<file path="config.mk">
export PLATFORM = sky130hd
export DESIGN_NAME = msf_time_sync
export DESIGN_NICKNAME = d
export VERILOG_FILES = /design/src/rtl/msf_time_sync.sv
export SDC_FILE = /design/constraint.sdc
export NUM_CORES = 1
export LEC_CHECK = 0
export ABC_AREA = 1
export ABC_CLOCK_PERIOD_IN_PS = 4800
export CAP_MARGIN = 20
export CELL_PAD_IN_SITES_DETAIL_PLACEMENT = 0
export CELL_PAD_IN_SITES_GLOBAL_PLACEMENT = 1
export CORE_MARGIN = 2
export CORE_UTILIZATION = 43
export CTS_CLUSTER_SIZE = 28
export DETAILED_ROUTE_END_ITERATION = 7
export PLACE_DENSITY_LB_ADDON = 0.1
export SYNTH_ARGS = -nofsm -noshare
export SYNTH_HDL_FRONTEND = slang
export SYNTH_SLANG_ARGS = --single-unit
export TNS_END_PERCENT = 100
</file>
<file path="constraint.sdc">
create_clock -name clk_i -period 4.8 [get_ports clk_i]
set_clock_uncertainty 0.1 [all_clocks]
set_input_delay 0.96 -clock clk_i [delete_from_list [all_inputs] [get_ports clk_i]]
set_output_delay 0.96 -clock clk_i [all_outputs]
set_load 0.1 [all_outputs]
</file>
<file path="src/rtl/msf_time_sync.sv">
// rtl/msf_time_sync.sv - MSF sync controller: 1 Hz increment, frame capture/load, lock tracking.
// Define MSF_SYNC_FRAME_CHECK_EN to discard implausible frames before they become pending.
module msf_time_sync #(
    parameter int CLK_DIV      = 32768,
    parameter int HOLDOVER_MIN = 60
) (
    input  logic       clk_i,
    input  logic       rst_i,
    input  logic       minute_mark_i,
    input  logic       frame_valid_i,
    input  logic [5:0] frame_hours_i,
    input  logic [6:0] frame_minutes_i,
    output logic       inc_o,
    output logic       load_o,
    output logic [3:0] ld_sec_u_o,
    output logic [2:0] ld_sec_t_o,
    output logic [3:0] ld_min_u_o,
    output logic [2:0] ld_min_t_o,
    output logic [3:0] ld_hr_u_o,
    output logic [1:0] ld_hr_t_o,
    output logic       synced_o,
    output logic [1:0] state_o
);
    localparam int PW = (CLK_DIV > 1) ? $clog2(CLK_DIV) : 1;
    localparam int MW = $clog2(HOLDOVER_MIN + 1);

    typedef enum logic [1:0] {
        ST_UNSYNCED = 2'b00,
        ST_LOCKED   = 2'b01,
        ST_HOLDOVER = 2'b10
    } state_e;

    state_e          state_q, state_d;
    logic [PW-1:0]   presc_q, presc_d;
    logic [5:0]      sec_q, sec_d;
    logic [MW-1:0]   msl_q, msl_d;
    logic            pend_q, pend_d;
    logic [5:0]      pend_hr_q, pend_hr_d;
    logic [6:0]      pend_min_q, pend_min_d;
    logic            inc_q, inc_d;
    logic            load_q, load_d;
    logic            synced_q, synced_d;
    logic [5:0]      ld_hr_q, ld_hr_d;
    logic [6:0]      ld_min_q, ld_min_d;
    logic            frame_ok;

`ifdef MSF_SYNC_FRAME_CHECK_EN
    // Hours tens of 2 only allows units 0..3.
    always_comb begin
        frame_ok = (frame_minutes_i[3:0] <= 4'd9) && (frame_minutes_i[6:4] <= 3'd5) &&
                   (frame_hours_i[3:0] <= 4'd9) && (frame_hours_i[5:4] <= 2'd2) &&
                   !((frame_hours_i[5:4] == 2'd2) && (frame_hours_i[3:0] > 4'd3));
    end
`else
    assign frame_ok = 1'b1;
`endif

    always_comb begin
        state_d    = state_q;
        presc_d    = presc_q;
        sec_d      = sec_q;
        msl_d      = msl_q;
        pend_d     = pend_q;
        pend_hr_d  = pend_hr_q;
        pend_min_d = pend_min_q;
        inc_d      = 1'b0;
        load_d     = 1'b0;
        ld_hr_d    = ld_hr_q;
        ld_min_d   = ld_min_q;

        if (minute_mark_i && pend_q) begin
            // Load realigns everything and takes priority over a coincident wrap.
            load_d   = 1'b1;
            ld_hr_d  = pend_hr_q;
            ld_min_d = pend_min_q;
            presc_d  = '0;
            sec_d    = '0;
            msl_d    = '0;
            pend_d   = 1'b0;
            state_d  = ST_LOCKED;
        end else begin
            if (presc_q == PW'(CLK_DIV - 1)) begin
                presc_d = '0;
                inc_d   = 1'b1;
                if (sec_q == 6'd59) begin
                    sec_d = '0;
                    if (msl_q < MW'(HOLDOVER_MIN))
                        msl_d = msl_q + MW'(1);
                end else begin
                    sec_d = sec_q + 6'd1;
                end
            end else begin
                presc_d = presc_q + PW'(1);
            end
            if ((state_q == ST_LOCKED) && (msl_d == MW'(HOLDOVER_MIN)))
                state_d = ST_HOLDOVER;
        end

        // Evaluated after the marker so a same-cycle frame stays pending for the next one.
        if (frame_valid_i && frame_ok) begin
            pend_d     = 1'b1;
            pend_hr_d  = frame_hours_i;
            pend_min_d = frame_minutes_i;
        end

        synced_d = (state_d == ST_LOCKED);
    end

    always_ff @(posedge clk_i or posedge rst_i) begin
        if (rst_i) begin
            state_q    <= ST_UNSYNCED;
            presc_q    <= '0;
            sec_q      <= '0;
            msl_q      <= '0;
            pend_q     <= 1'b0;
            pend_hr_q  <= '0;
            pend_min_q <= '0;
            inc_q      <= 1'b0;
            load_q     <= 1'b0;
            synced_q   <= 1'b0;
            ld_hr_q    <= '0;
            ld_min_q   <= '0;
        end else begin
            state_q    <= state_d;
            presc_q    <= presc_d;
            sec_q      <= sec_d;
            msl_q      <= msl_d;
            pend_q     <= pend_d;
            pend_hr_q  <= pend_hr_d;
            pend_min_q <= pend_min_d;
            inc_q      <= inc_d;
            load_q     <= load_d;
            synced_q   <= synced_d;
            ld_hr_q    <= ld_hr_d;
            ld_min_q   <= ld_min_d;
        end
    end

    assign inc_o      = inc_q;
    assign load_o     = load_q;
    assign ld_sec_u_o = 4'd0;
    assign ld_sec_t_o = 3'd0;
    assign ld_min_u_o = ld_min_q[3:0];
    assign ld_min_t_o = ld_min_q[6:4];
    assign ld_hr_u_o  = ld_hr_q[3:0];
    assign ld_hr_t_o  = ld_hr_q[5:4];
    assign synced_o   = synced_q;
    assign state_o    = state_q;

endmodule

</file>
### Word level (Yosys, flattened, before mapping)

Index checks and enable logic that the tools add are counted.

* add/sub/neg operators: 3
* order comparisons: 1
* equal/unequal tests: 5
* multiplexer cells: 17
* reduce and logical (&&, ||, !) cells: 4

Operators with widths (count)
* $mux 6: 8
* $mux 15: 2
* $add 15x1->15 const B: 1
* $eq 15x15->1 const B: 1
* $add 6x1->6 const B: 2
* $eq 6x6->1 const B: 2
* $lt 6x6->1 const B: 1
* $mux 1: 5
* $eq 2x1->1 const B: 2
* $mux 2: 2
* $reduce_bool 2->1: 2
* $logic_and 1x1->1: 2

* bits in registers: 59
* input port bits: 17
* output and inout port bits: 25
* logic and storage cells: 42

### Logic depth before layout (Yosys ltp)

* depth in word-level cells: 10
* gate-level depth with buffers: 12
* gate-level depth less buffers: 12

### Least setup slack after synthesis

No wires, ideal clock.

* kind: reg-to-output
* start point: register state_q[1] (netlist: state_o[1])
* end point: output port state_o[1]
* data arrival time: 912 ps
* required time: 3740 ps
* path slack: 2828 ps
* stages on the path, launching flop included: 1
* buffers on the path: 0
* cell sequence: dfrtp_1

RTL lines
* start: declaration: line 33 `state_e state_q, state_d;`
* start signal: assignment: line 124 `state_q <= state_d;`
* end: declaration: line 22 `output logic [1:0] state_o`

No word-level cell between the ends.

### Worst setup path after layout

* start point: register state_q[0] (netlist: state_o[0])
* end point: output port state_o[0]

No word-level cell between the ends.

==> flow_summary_export.csv <==
group,metric,value,unit
run_status,run_status,"finished, final reports clean",
clocking,clkSlewWorstSetupHoldPaths,0.07,ns
global_route,grt_max_degree,31,
logic_synthesis,synthesis.yosys.warnings,0,
logic_synthesis,synthesis.area_per_instance,8.97,um2
place,placement.io_buffers,34,
die,ioPinCount,42,
drt,drcViolationCount,0,
sta,hold-worst-slack,0.371,ns
logic_synthesis,asyncSetResetFlopFracSynth,100,%
clocking,cts_max_path_buffers,2,
place,place_inst,405,
power_and_ir_drop,p_leak,1.50,nW
sta,hold_viol_final,0,
logic_synthesis,synth_enable_flop_cells,0,
die,die_w,83.5,um
final_layout,nNetsFinal,361,
worst_setup_path,worstSetupStartpointType,"flop",
logic_synthesis,synth_ff_type,"dfrtp_1",
worst_setup_path,timing.critical_path.max_delay_family,"buffers and inverters",
sta,maxSlewViolCount,0,
final_layout,diodes,0,
sta,worst_pin_slew,0.983,ns
sta,final.min_clock_period,2.91,ns
sta,rsz0062_at_grt,"false",
logic_synthesis,dominant_cell_by_count_in_the_synthesized_netlist,"nand2_1",
global_route,total_overflow_reported_by_the_global_router,0,
logic_synthesis,post_synth_instance_area,2720,um2
worst_setup_path,cp.required,3.74,ns
die,coreArea,6030,um2
min_path,hold_path_class,"reg -> reg",
clocking,tritoncts,"built",
drt,detail_route.vias_per_cell,4.71,
drt,drtPass1Iterations,6,
logic_synthesis,synth_seq_area_share,54.3,%
clocking,tritoncts.num_buffers,9,
sta,final.period_utilization,60.6,%
sta,setup-tns-final,0,ns
final_layout,layout.cells.non_filler,421,
logic_synthesis,syn_inst,303,
worst_setup_path,setup.worst_path.class,"reg -> out",
sta,max_slew_margin,34.2,%
logic_synthesis,yosys_register_bits,59,
clocking,hold_buffers,0,
logic_synthesis,synthDominantCellAreaShare,54.3,%
place,globalplace.congestion,0.795,
die,dieHeight,83.5,um
logic_synthesis,yosys.cell_types.count,31,
die,dieArea,6970,um2
die,floorplan.initialDensity,45.1,%
logic_synthesis,ys_top_cells_by_area,"dfrtp_1 54%, nand2_1 9.8%, o21ai_0 6.1%",
power_and_ir_drop,worst_vdd_rail_ir_drop,0.226,mV
global_route,grt_first_pass_wirelength,8.88,mm
drt,drt_iter0_drc,104,
global_route,gr-usage-all-layers,16.2,%
worst_setup_path,timing.critical_path.cells,"clkdlybuf4s50_1",
clocking,cts_sink_cnt,59,
global_route,grt_antenna_before_repair,0,
final_layout,drive_above_1_share,12.4,%
drt,routed_wirelength,5.19,mm
worst_setup_path,timing.critical_path.to_type,"primary output",
sta,maxClockFrequency,0.344,GHz
final_layout,area.growth.synth_to_final,20.4,%
clocking,clk_root_buffer_cell,"clkbuf_8",
clocking,post_cts_sizing_count,0,
power_and_ir_drop,power.density,369,nW/um2
worst_setup_path,critPathSlowestCell,"clkdlybuf4s50_1",
final_layout,postLayoutCoreUtil,54.3,%
sta,finalSetupViolCount,0,
logic_synthesis,yosys.area.top_type,"dfrtp_1",
clocking,ctsHtreeMaxLevel,3,
die,standard_cell_row_count,28,
worst_setup_path,arrival,1.85,ns
drt,antenna_left,0,
worst_setup_path,critical_path_peak_fanout,3,
global_route,vias_in_the_first_global_route,1897,
place,dp.final_hpwl,3.59,mm
logic_synthesis,post_synth_most_frequent_cells,"71 x nand2_1, 59 x dfrtp_1, 33 x o21ai_0, 29 x inv_1, 25 x nor2_1",
drt,post_drt_wl_per_cell,12.3,um
worst_setup_path,worst-path-buf-inv,1,
clocking,clock_insertion_delay_worst_skew,0.34,ns
worst_setup_path,cp_slowest_stage_delay,1.14,ns
job,max_cap_viol_count,0,
drt,route.vias.total,1983,
clocking,cts.repair_timing.setup_buffer_count,0,
-- per-stage QoR --
stage / setup WS [ns] / total power [mW] / area (um2)
after floorplan: 2.28 / 0.763 / 2740
after global placement: 2.15 / 0.828 / 3100
after detailed placement: 2.09 / 0.829 / 3100
after CTS: 1.86 / 1.22 / 3270
after global routing: 1.82 / 1.26 / 3270
final: 1.89 / 1.21 / 3270
-- worst register-to-register path, delay by kind of cell, from the launching register on --
| kind | cells | cell delay, ns |
|---|---|---|
| AOI/OAI and AO/OA | 1 | 0.08 |
| adders and majority gates | 1 | 0.21 |
| buffers and inverters | 1 | 0.15 |
| DFF | 1 | 0.40 |
| and+or+nand+nor | 8 | 0.88 |
-- final timing paths --
path,from,to,slack [ns],depth (start not counted)
worst max-delay path,state_o[0]$_DFF_PP0_,state_o[0],1.89,1
worst min-delay path,presc_q[0]$_DFF_PP0_,presc_q[0]$_DFF_PP0_,0.37,1
worst max register to register,presc_q[0]$_DFF_PP0_,synced_o$_DFF_PP0_,2.84,11
worst min register to register,presc_q[0]$_DFF_PP0_,presc_q[0]$_DFF_PP0_,0.37,1
max in group asynchronous,rst_i,ld_hr_q[1]$_DFFE_PP0P_,2.83,3
min in group asynchronous,rst_i,presc_q[5]$_DFF_PP0_,0.93,2
-- layout by cell type, fill, tap and decap left out, types with 2 or more instances in the layout --
| cell | count |
|---|---|
| nor2_4 | 5 |
| nand2_1 | 71 |
| nor3_1 | 4 |
| a31oi_1 | 2 |
| buf_4 | 2 |
| clkbuf_8 | 9 |
| xor2_1 | 7 |
| clkinvlp_4 | 4 |
| ha_1 | 3 |
| o21ai_0 | 33 |
| nand4_1 | 3 |
| clkdlybuf4s50_1 | 34 |
| nand2_2 | 5 |
| nand3_4 | 2 |
| dfrtp_1 | 59 |
| nand3_2 | 2 |
| inv_1 | 28 |
| a21oi_1 | 7 |
| inv_2 | 4 |
| conb_1 | 7 |
| nor2_1 | 25 |
| nand3_1 | 13 |
| clkinv_2 | 3 |
| nor2_2 | 4 |
-- cell families (layout without fill, tap and decap cells) --
kind of cell | count (synthesis) | in the layout | synth area share [%]
other | 1 | 7 | 0.138
adders and majority gates | 3 | 3 | 1.38
xor gates and xnor gates | 8 | 8 | 2.58
and+or+nand+nor | 137 | 137 | 24.5
AOI/OAI and AO/OA | 47 | 47 | 9.35
buffers and inverters | 48 | 85 | 7.73
DFF | 59 | 59 | 54.3
-- power breakdown --
group          total [mW]  switching [mW]  internal, mW
clock               0.390           0.206         0.184
combinational       0.269           0.210        0.0587
sequential          0.548          0.0168         0.532
total                1.21           0.433         0.774
-- layout make-up --
class | instances | area (um2)
Inverter | 33 | 124
Timing Repair Buffer | 36 | 355
Multi-Input combinational cell | 202 | 1050
Sequential cell | 59 | 1480
Tap cell | 75 | 93.8
Clock buffer | 9 | 124
Fill cell | 564 | 2750
Clock inverter | 7 | 45.0
-- per-layer routing --
layer  GRT usage (%)  part of all wire, %  vias up
met3            4.55                  4.7        9
met4            8.80                  2.2        0
met2            23.4                   44       38
met1            22.0                   49      907
li1                -                    -     1029
met5               0                    0        -
-- sequential cells by signal, summed over array words and instances (netlist names), 2 cells and up --
signal      cells
pend_min_q      7
presc_q        15
sec_q           6
msl_q           6
state_o         2
ld_hr_q         6
ld_min_q        7
pend_hr_q       6
Power figures use the tool's default switching activity.
